<file path="config.mk">
export PLATFORM = sky130hd
export DESIGN_NAME = mult_stage
export DESIGN_NICKNAME = d
export VERILOG_FILES = /design/src/rtl/dsp_slice_pkg.sv /design/src/rtl/mult_stage_pp_gen.sv /design/src/rtl/mult_stage.sv
export SDC_FILE = /design/constraint.sdc
export NUM_CORES = 1
export LEC_CHECK = 0
export CORE_MARGIN = 4
export CORE_UTILIZATION = 50
export CTS_CLUSTER_SIZE = 10
export DETAILED_ROUTE_END_ITERATION = 10
export GPL_TIMING_DRIVEN = 0
export PLACE_DENSITY = 0.65
export SETUP_SLACK_MARGIN = 0.1
export SYNTH_ARGS = -nofsm -noshare
export SYNTH_HDL_FRONTEND = slang
export SYNTH_HIERARCHICAL = 1
export SYNTH_SLANG_ARGS = --single-unit
</file>
<file path="constraint.sdc">
create_clock -name clk -period 22.4 [get_ports clk]
set_input_delay 3.36 -clock clk [delete_from_list [all_inputs] [get_ports clk]]
set_output_delay 3.36 -clock clk [all_outputs]
set_load 0.02 [all_outputs]
</file>
<file path="src/rtl/dsp_slice_pkg.sv">
// Shared constants for the DSP slice multiplier path.
// Widths of the multiplier operands/products, the B operand split point used
// when the product is formed as two partial products, and the legal values of
// the MREG / USE_MULT configuration parameters.
package dsp_slice_pkg;

    localparam int AMULT_W = 25;
    localparam int BMULT_W = 18;
    localparam int M_W     = 43;
    localparam int B_SPLIT = 9;

    localparam int MREG_COMB = 0;
    localparam int MREG_REG  = 1;

    localparam string USE_MULT_MULTIPLY = "MULTIPLY";
    localparam string USE_MULT_NONE     = "NONE";

    // Sign-extend the 25-bit multiplicand to the full product width.
    function automatic logic [M_W-1:0] sext_amult(input logic [AMULT_W-1:0] a);
        return {{(M_W-AMULT_W){a[AMULT_W-1]}}, a};
    endfunction

    // Sign-extend the 18-bit multiplier to the full product width.
    function automatic logic [M_W-1:0] sext_bmult(input logic [BMULT_W-1:0] b);
        return {{(M_W-BMULT_W){b[BMULT_W-1]}}, b};
    endfunction

endpackage

</file>
<file path="src/rtl/mult_stage_pp_gen.sv">
// mult_pp_gen: combinational product generator for the multiplier stage.
// Build option: MULT_STAGE_PARTIAL_PRODUCTS_EN
//   defined   -> M1 = A * signed(B[17:9]) << 9, M2 = A * unsigned(B[8:0])
//   undefined -> M1 = full product, M2 = 0
// In both builds M1 + M2 (mod 2^43) equals the exact signed product and
// MSIGN is the sign bit of that product.
module mult_pp_gen
    import dsp_slice_pkg::*;
(
    input  logic [AMULT_W-1:0] amult,
    input  logic [BMULT_W-1:0] bmult,
    output logic [M_W-1:0]     m1,
    output logic [M_W-1:0]     m2,
    output logic               msign
);

    logic [M_W-1:0] a_ext;
    logic [M_W-1:0] b_ext;
    logic [M_W-1:0] full_prod;

    assign a_ext = sext_amult(amult);
    assign b_ext = sext_bmult(bmult);

    // 43-bit truncated multiply of sign-extended operands is the exact product,
    // since a 25x18 signed product always fits in 43 bits.
    assign full_prod = a_ext * b_ext;
    assign msign     = full_prod[M_W-1];

`ifdef MULT_STAGE_PARTIAL_PRODUCTS_EN
    logic [M_W-1:0] b_hi_ext;
    logic [M_W-1:0] b_lo_ext;
    logic [M_W-1:0] hi_prod;

    // Upper slice of B carries the sign; lower slice is a plain magnitude.
    assign b_hi_ext = {{(M_W-(BMULT_W-B_SPLIT)){bmult[BMULT_W-1]}}, bmult[BMULT_W-1:B_SPLIT]};
    assign b_lo_ext = {{(M_W-B_SPLIT){1'b0}}, bmult[B_SPLIT-1:0]};
    assign hi_prod  = a_ext * b_hi_ext;

    assign m1 = hi_prod << B_SPLIT;
    assign m2 = a_ext * b_lo_ext;
`else
    assign m1 = full_prod;
    assign m2 = '0;
`endif

endmodule

</file>
<file path="src/rtl/mult_stage.sv">
// mult_stage: signed 25x18 multiplier stage with optional M pipeline register.
// Build option: MULT_STAGE_PARTIAL_PRODUCTS_EN selects the two-partial-product
// form of M1/M2 (see mult_pp_gen); the sum M1 + M2 is the product either way.
// MREG = 1 registers M1/M2/MSIGN (CEM enable, RSTM synchronous clear with
// priority); MREG = 0 passes the combinational result straight through.
// USE_MULT = "NONE" forces all outputs to zero.
module mult_stage
    import dsp_slice_pkg::*;
#(
    parameter int    MREG     = 1,
    parameter string USE_MULT = "MULTIPLY"
) (
    input  logic               clk,
    input  logic               RSTM,
    input  logic               CEM,
    input  logic [AMULT_W-1:0] AMULT,
    input  logic [BMULT_W-1:0] BMULT,
    output logic [M_W-1:0]     M1,
    output logic [M_W-1:0]     M2,
    output logic               MSIGN
);

    localparam bit MULT_EN = (USE_MULT == USE_MULT_MULTIPLY);

    // Reject unsupported configurations at elaboration time.
    generate
        if ((MREG != MREG_COMB) && (MREG != MREG_REG)) begin : g_bad_mreg
            $error("mult_stage: MREG must be 0 or 1");
        end
        if ((USE_MULT != USE_MULT_MULTIPLY) && (USE_MULT != USE_MULT_NONE)) begin : g_bad_use_mult
            $error("mult_stage: USE_MULT must be \"MULTIPLY\" or \"NONE\"");
        end
    endgenerate

    logic [M_W-1:0] pp_m1;
    logic [M_W-1:0] pp_m2;
    logic           pp_msign;

    mult_pp_gen u_pp_gen (
        .amult (AMULT),
        .bmult (BMULT),
        .m1    (pp_m1),
        .m2    (pp_m2),
        .msign (pp_msign)
    );

    logic [M_W-1:0] m1_next;
    logic [M_W-1:0] m2_next;
    logic           msign_next;

    // Gate the product to zero when the multiplier is disabled.
    always_comb begin
        m1_next    = '0;
        m2_next    = '0;
        msign_next = 1'b0;
        if (MULT_EN) begin
            m1_next    = pp_m1;
            m2_next    = pp_m2;
            msign_next = pp_msign;
        end
    end

    logic [M_W-1:0] m1_reg;
    logic [M_W-1:0] m2_reg;
    logic           msign_reg;

    // M pipeline register: clear has priority over the clock enable.
    always_ff @(posedge clk) begin
        if (RSTM) begin
            m1_reg    <= '0;
            m2_reg    <= '0;
            msign_reg <= 1'b0;
        end else if (CEM) begin
            m1_reg    <= m1_next;
            m2_reg    <= m2_next;
            msign_reg <= msign_next;
        end
    end

    // Output select: registered or combinational path.
    generate
        if (MREG == MREG_REG) begin : g_mreg
            assign M1    = m1_reg;
            assign M2    = m2_reg;
            assign MSIGN = msign_reg;
        end else begin : g_comb
            assign M1    = m1_next;
            assign M2    = m2_next;
            assign MSIGN = msign_next;
        end
    endgenerate

endmodule
</file>
==> results.cfg, run 1 <==
[job]
cap_viol_max_count = 0

[sta]
fmax_mhz = 87.19
skew_ps = 0
finalHoldViolCount = 0
rsz0062_at_grt = no
min_period_ps = 11470
slew_violations = 0
fin_crit_sh_pct = 51.20
worstMarginPinSlew_ps = 758.1
setup-tns-final_ps = 0
slew_headroom_pct = 49.22
setup_violations = 0

[cells_and_area]
num-nets-final = 2873
drive_above_1_share_pct = 3.504
diodes = 0
area_delta_synth_final_pct = 11.76

[die]
die_width_microns = 204.2
rows = 71
pin_count = 133
die_h_microns = 204.2
initial_core_util_pct = 50.86
die_area_sq_um = 41700
core-area_sq_um = 37840

[logic_synthesis]
ys_warn_count = 6
ys_types = 49
synth_common_cells = inv_1 (502), fa_1 (441), nand2_1 (282), and2_1 (165), nor2_1 (121)
synthTopCellsByArea = fa_1 (46%), inv_1 (9.8%), dfxtp_1 (9.0%)
yosysMostFrequentCell = inv_1
syn_area_sq_um = 19250
synth_top_area_share_pct = 45.87
synth_edf_count = 0
ys_seq_elements = 87
synth_area_per_cell_sq_um = 9.140
synth-async-reset-ratio_pct = 0
synth_area_leader_cell = fa_1
ys_seq_area_share_pct = 9.048
synth_cells = 2106
synth_ff_type = dfxtp_1

[global_route]
grt_pass1_wl_microns = 81590
grt_pass1_vias = 15410
top_usage_layer = met2
globalRouteMet3Util_pct = 3.935
grt_max_degree = 14
met1_usage_pct = 31.43
grtUsageMet2_pct = 44.35
globalRouteTotalUtil_pct = 25.15
overflow = 0
grt_antenna_before_repair = 0

[drt]
drc = 0
wl_per_cell_microns = 17.93
drt-pass1-iter-count = 5
final_antenna_net_count = 0
drt_iter0_drc = 709
vias = 14089
wirelength_microns = 50100
vias_per_cell = 5.043

[critical_path]
worstPathArrival_ps = 11750
path_max_fanout = 10
worstPathRequired_ps = 22680
endpoint_kind = register
rr_worst_depth = 2
reg2reg_setup_slack_ps = 21750
reg2reg_to = M2[19]$_SDFFE_PP0P_
path_class = input port to register
reg2reg_from = M2[19]$_SDFFE_PP0P_
critPathLaunch = BMULT[4]
start_kind = input port

[outcome]
status = complete, no violations

[place]
port_buffers = 120
place_congestion = 0.9553
place_hpwl_microns = 43410

[clock_network]
clock_path_buffers = 2
postCtsSetupBuffers = 0
cts-hold-fix-buffers = 0
cts_sinks = 87
root_buffer = clkbuf_16
cts_buffers = 9
post_cts_resized = 0
htreeDepth = 3
clkTransAtPathRegs_ps = 60
worstSkewPairLatency_ps = 340
cts_tree = built

[worst_hold_path]
hp-start = M1[0]$_SDFFE_PP0P_
hold_depth = 2
min_to = M1[0]$_SDFFE_PP0P_
hold_path.class = register to register
how the worst max path moves through the flow:
stage / endpoint / depth (start not counted) / slack [ps]
2_1_floorplan: M1[39]$_SDFFE_PP0P_ / 24 / 13010
3_5_place_dp: M1[42]$_SDFFE_PP0P_ / 25 / 10730
6_report: M1[42]$_SDFFE_PP0P_ / 24 / 10930
3_3_place_gp: M1[42]$_SDFFE_PP0P_ / 25 / 10810
4_1_cts: M1[42]$_SDFFE_PP0P_ / 25 / 11080
5_1_grt: M1[42]$_SDFFE_PP0P_ / 25 / 10790
cell families after synthesis:
family | after synthesis | synth area share (%)
AOI/OAI and AO/OA | 92 | 3.250
xor gates and xnor gates | 44 | 2.002
adders and majority gates | 548 | 52.82
buffers and inverters | 638 | 13.77
DFF | 87 | 9.048
muxes | 88 | 4.576
other | 1 | 0.01948
and+or+nand+nor | 608 | 14.51
sequential cells by signal (all words and copies together), names as in the netlist:
register	flops
M1	43
MSIGN	1
M2	43
layout make-up:
type	instances	area, sq um
clock inverter	3	18.77
tap	511	639.4
inverter	502	1884
buffer	136	767.0
clock buffer	12	246.5
fill	3506	16330
timing repair buffer	120	1201
multi-input combinational	1423	15010
sequential	87	1742
through the flow:
step	utilization (%)	worst slack, ps	std cells	hold slack [ps]	instance area (sq um)
2_1_floorplan	-	13010	2148	583.3	19410
3_3_place_gp	56.14	10810	2779	473.5	21250
3_5_place_dp	56.14	10730	2779	485.1	21250
4_1_cts	56.84	11080	2794	499.6	21510
5_1_grt	56.84	10790	2794	522.7	21510
6_report	56.84	10930	2794	493.5	21510
cells in the final DEF, fill, tap and decap left out, drive strengths merged, types with 12 or more instances in the layout:
cell	n
mux2i	88
and2	165
dfxtp	87
fa	441
conb	43
o21ai	12
ha	107
clkdlybuf4s50	120
buf	61
xnor2	35
a21oi	28
a21o	18
nor2	121
nand2	282
clkbuf	87
inv	503
worst max-delay path, stage by stage:
cell and delay [ps]:
clkdlybuf4s50_1 800, clkbuf_1 630, nand2_1 170, fa_1 550, fa_1 520, fa_1 510, inv_1 60, fa_1 480
fa_1 500, inv_1 50, fa_1 560, inv_1 60, ha_1 410, nand2_1 70, o21ai_0 500, a221oi_1 220
o21ai_0 480, o211ai_1 270, a31oi_1 370, a31oi_2 240, a211oi_1 580, buf_4 210, mux2i_1 60, nor2_1 80
layer usage:
layer | vias up | routed length [microns]
met4 | 0 | 2047
met1 | 7199 | 19500
met2 | 415 | 25750
li1 | 6375 | -
met5 | - | 0
met3 | 100 | 2801
Power of run 1 is not shown: default switching activity piles up to over one toggle a cycle in this logic, so the estimate is an artifact.
==> run 2, diff against run 1 <==
--- a/config.mk
+++ b/config.mk
@@ -10,7 +10,7 @@
 export CTS_CLUSTER_SIZE = 10
 export DETAILED_ROUTE_END_ITERATION = 10
 export GPL_TIMING_DRIVEN = 0
-export PLACE_DENSITY = 0.65
+export PLACE_DENSITY = 0.68
 export SETUP_SLACK_MARGIN = 0.1
 export SYNTH_ARGS = -nofsm -noshare
 export SYNTH_HDL_FRONTEND = slang
==> constraint.sdc (replaced) <==
create_clock -name clk -period 9.51 [get_ports clk]
set_input_delay 1.4265 -clock clk [delete_from_list [all_inputs] [get_ports clk]]
set_output_delay 1.4265 -clock clk [all_outputs]
set_load 0.02 [all_outputs]
==> run 2 against run 1 <==
Effect of this change: largest cell class unchanged; critical path type unchanged; clock skew unchanged; die area unchanged; worst hold slack worse by 0.83 ps; sequential share of layout area about the same; sequential cell count unchanged; clock-buffer cell count unchanged; setup slack worse by 10000 ps.
==> results.cfg, run 2 (same netlist as run 1, synthesis figures left out) <==
[outcome]
status = complete, no violations

[clock_network]
worstSkewPairLatency_ps = 340
cts_sinks = 87
clkTransAtPathRegs_ps = 60
cts_buffers = 9
postCtsSetupBuffers = 0
htreeDepth = 3
clock_path_buffers = 2
root_buffer = clkbuf_16
cts_tree = built

[die]
die_area_sq_um = 41700
rows = 71
pin_count = 133
initial_core_util_pct = 50.86
core-area_sq_um = 37840
die_h_microns = 204.2
die_width_microns = 204.2

[cells_and_area]
area_delta_synth_final_pct = 12.32
num-nets-final = 2873
nFillCells = 3432
final_core_util_pct = 57.13
final_cell_mix = inv_1 (502), fa_1 (441), nand2_1 (282)
drive_above_1_share_pct = 4.860
final_common_cell = inv_1
diodes = 0
design_area_sq_um = 21620

[sta]
skew_ps = 0
fin_crit_sh_pct = 94.72
slew_headroom_pct = 47.57
rsz0062_at_grt = no
fmax_mhz = 111.0
finalHoldViolCount = 0
worstMarginPinSlew_ps = 782.9
slew_violations = 0
setup_violations = 0
min_period_ps = 9008

[drt]
drc = 0
wirelength_microns = 49660
wl_per_cell_microns = 17.77
drt_iter0_drc = 688
drt-pass1-iter-count = 6
vias_per_cell = 5.043
vias = 14094
final_antenna_net_count = 0

[global_route]
globalRouteTotalUtil_pct = 25.06
grt_antenna_before_repair = 2
grt_pass1_wl_microns = 81360
grt_pass1_vias = 15438
overflow = 0
grt_max_degree = 15

[critical_path]
worstPathArrival_ps = 9290
path_class = input port to register
worstPathRequired_ps = 9790
endpoint_kind = register
start_kind = input port
path_max_fanout = 10

[place]
port_buffers = 120
place_congestion = 0.9487
place_hpwl_microns = 43280
place_area_sq_um = 21250

[worst_hold_path]
hold_path.class = register to register

[job]
cap_viol_max_count = 0
## run 2: cell count changes in the layout (fill, tap and decap cells not counted), sizes merged
| cell | change |
|---|---|
| clkinv | -1 |
| clkinvlp | +1 |
| clkdlybuf4s50 | -1 |
| dlymetal6s2s | +1 |
| bufinv | +1 |
## run 2: routing by layer
layer	GRT usage, %	up-vias	wire [microns]
li1	-	6379	-
met1	31.42	7213	19240
met2	44.65	413	25860
met3	3.713	89	2779
met4	8.232	0	1780
met5	0	-	0
## run 2: path summary, 6_finish.rpt
path / from / end / slack, ps / cells after the start
worst min register to register: M1[0]$_SDFFE_PP0P_ / M1[0]$_SDFFE_PP0P_ / 490 / 2
worst min-delay path: M1[0]$_SDFFE_PP0P_ / M1[0]$_SDFFE_PP0P_ / 490 / 2
worst max-delay path: AMULT[2] / M1[42]$_SDFFE_PP0P_ / 500 / 25
worst max register to register: M1[10]$_SDFFE_PP0P_ / M1[10]$_SDFFE_PP0P_ / 8870 / 2
## run 2: timing repair
item,CTS,global route
hold buffers,0,0
cloned,0,0
resized for setup,1,54
setup endpoints to repair,1,3
## run 2: area by class of cell
cell class	instances	area (sq um)	share of cell area, %
flip-flops and latches	87	1742	8.056
multi-input cells	1423	15030	69.54
inverters	502	1884	8.716
well taps	511	639.4	2.957
repair buffers	120	1204	5.567
plain buffers	136	799.5	3.698
clock buffers	12	266.5	1.233
clock inverters	4	51.30	0.2373
## run 2: metrics by stage
step                      worst slack (ps)  std cells  setup TNS, ps  hold WS (ps)
after CTS                            132.8       2795              0         497.1
after floorplan                       2050       2148              0         583.3
after global routing                 241.3       2795              0         507.5
after global placement              -171.1       2779         -262.4         474.0
final                                501.9       2795              0         492.7
after detailed placement            -282.1       2779         -471.7         481.2
## run 2: critical path, cell delays in order
cell and delay (ps):
clkdlybuf4s50_1 770, clkbuf_1 570, nand2_1 170, fa_1 540
fa_1 490, inv_1 50, fa_1 480, inv_1 50
fa_1 500, fa_1 420, fa_1 490, inv_1 80
ha_1 370, a21oi_2 190, o21ai_0 230, a221oi_1 450
o21ai_0 250, o211ai_1 440, a31oi_2 240, a31oi_4 320
nor2_1 100, a211oi_2 330, buf_4 180, mux2i_1 60
nor2_1 80
Power of run 2 is left out for the same reason.
==> run 3, diff against run 2 <==
--- a/config.mk
+++ b/config.mk
@@ -10,7 +10,7 @@
 export CTS_CLUSTER_SIZE = 10
 export DETAILED_ROUTE_END_ITERATION = 10
 export GPL_TIMING_DRIVEN = 0
-export PLACE_DENSITY = 0.68
+export PLACE_DENSITY = 0.71
 export SETUP_SLACK_MARGIN = 0.1
 export SYNTH_ARGS = -nofsm -noshare
 export SYNTH_HDL_FRONTEND = slang
==> run 3 against run 2 <==
Effect of this change: die area did not move; first-iteration DRC count is 6.1% higher; cell area down 0.19%; via count increased by 0.85%; non-clock buffer count did not move; core utilization is 0.11 points lower; critical endpoint unchanged; sequential cell count unchanged; critical path depth decreased by 1; register-to-register slack got worse by 20 ps; worst hold slack about the same; setup slack got worse by 30 ps; wire length is 0.18% higher.
==> results.cfg, run 3 (same netlist as run 1, synthesis figures left out) <==
[sta]
slew_headroom_pct = 43.61
finalHoldViolCount = 0
slew_violations = 0
worstMarginPinSlew_ps = 841.9
min_period_ps = 9038
fmax_mhz = 110.6
fin_ws_ps = 471.9
rsz0062_at_grt = no
skew_ps = 0
hold_ws_ps = 492.6
setup_violations = 0
fin_crit_sh_pct = 95.04

[clock_network]
cts_sinks = 87
htreeDepth = 3
clkTransAtPathRegs_ps = 60
root_buffer = clkbuf_16
clock_path_buffers = 2
cts_tree = built
cts_buffers = 9
worstSkewPairLatency_ps = 350

[die]
die_h_microns = 204.2
pin_count = 133
rows = 71
initial_core_util_pct = 50.86
core-area_sq_um = 37840
die_area_sq_um = 41700
die_width_microns = 204.2

[global_route]
overflow = 0
grt_pass1_wl_microns = 80820
grt_antenna_before_repair = 0
globalRouteTotalUtil_pct = 24.88
grt_pass1_vias = 15366
grt_max_degree = 15

[critical_path]
worstPathRequired_ps = 9800
crit_top_cell = fa_1
path_max_fanout = 10
endpoint_kind = register
path_class = input port to register
cp_cell_sequence = clkdlybuf4s50_1 -> clkbuf_1 -> nand2_1 -> fa_1 -> fa_1 -> inv_1 -> fa_1 -> inv_1 -> fa_1 -> fa_1 -> fa_1 -> inv_1 -> ha_1 -> a21oi_2 -> o21ai_0 -> a221oi_1 -> o21ai_0 -> o211ai_1 -> a31oi_1 -> a31oi_2 -> a211oi_2 -> buf_4 -> mux2i_1 -> nor2_1
reg2reg_setup_slack_ps = 8850
slowest_delay_ps = 820
crit_buf_inv = 6
worstPathArrival_ps = 9320
crit_family = adder cells
start_kind = input port
crit_slowest_cell = clkdlybuf4s50_1

[drt]
wirelength_microns = 49750
vias_per_cell = 5.086
drc = 0
vias = 14214
wl_per_cell_microns = 17.80
drt_iter0_drc = 730
final_antenna_net_count = 0
drt-pass1-iter-count = 6

[cells_and_area]
area_delta_synth_final_pct = 12.11
final_cell_mix = inv_1 (502), fa_1 (441), nand2_1 (282)
nFillCells = 3413
final_common_cell = inv_1
final_core_util_pct = 57.02
num-nets-final = 2873
diodes = 0
drive_above_1_share_pct = 4.553
design_area_sq_um = 21580

[place]
pre_cts_slack_ps = -256.6
port_buffers = 120
place_congestion = 0.9659
place_area_sq_um = 21250
place_hpwl_microns = 43200

[worst_hold_path]
hold_path.class = register to register

[job]
cap_viol_max_count = 0

[outcome]
status = complete, no violations
## run 3: changes by cell type in the layout (fill, tap and decap cells not counted), sizes merged
cell | previous run | this run
clkinvlp | 1 | 0
clkdlybuf4s50 | 119 | 120
bufinv | 1 | 0
clkinv | 1 | 2
dlymetal6s2s | 1 | 0
buf | 61 | 62
## run 3: area by class of cell
cell class	instances	area, sq um	share of cell area [%]
Timing Repair Buffer	120	1201	5.566
Clock inverter	3	22.52	0.1044
Sequential cell	87	1742	8.071
Inverter	502	1884	8.732
Buffer	136	792.0	3.670
Tap cell	511	639.4	2.963
Clock buffer	13	280.3	1.299
Multi-Input combinational cell	1423	15020	69.60
## run 3: worst paths after layout
path                       startpoint                  end  depth (start not counted)
hold / removal    M2[11]$_SDFFE_PP0P_  M2[11]$_SDFFE_PP0P_                          2
setup reg to reg  M1[19]$_SDFFE_PP0P_  M1[19]$_SDFFE_PP0P_                          2
hold reg to reg   M2[11]$_SDFFE_PP0P_  M2[11]$_SDFFE_PP0P_                          2
setup / recovery             AMULT[1]  M1[42]$_SDFFE_PP0P_                         24
## run 3: layer usage
metal | global-route usage, % | wire length, microns | vias up
met3 | 3.888 | 3130 | 117
met1 | 31.31 | 18980 | 7236
li1 | - | - | 6376
met2 | 43.36 | 25320 | 485
met4 | 9.572 | 2323 | 0
met5 | 0 | 0 | -
## run 3: what timing repair did
item,CTS,global route
resized for setup,3,37
setup buffers,0,0
setup endpoints to repair,1,3
pin swaps,0,0
hold buffers,0,0
## run 3: per-stage QoR
stage          instances  setup TNS, ps
4_1_cts             2795              0
3_3_place_gp        2779         -262.8
3_5_place_dp        2779         -438.2
6_report            2795              0
2_1_floorplan       2148              0
5_1_grt             2795              0
## run 3: worst register-to-register path: stages (launching register included)
cell	delay [ps]
dfxtp_1	330
mux2i_1	140
nor2_1	60
Power of run 3 is left out for the same reason.
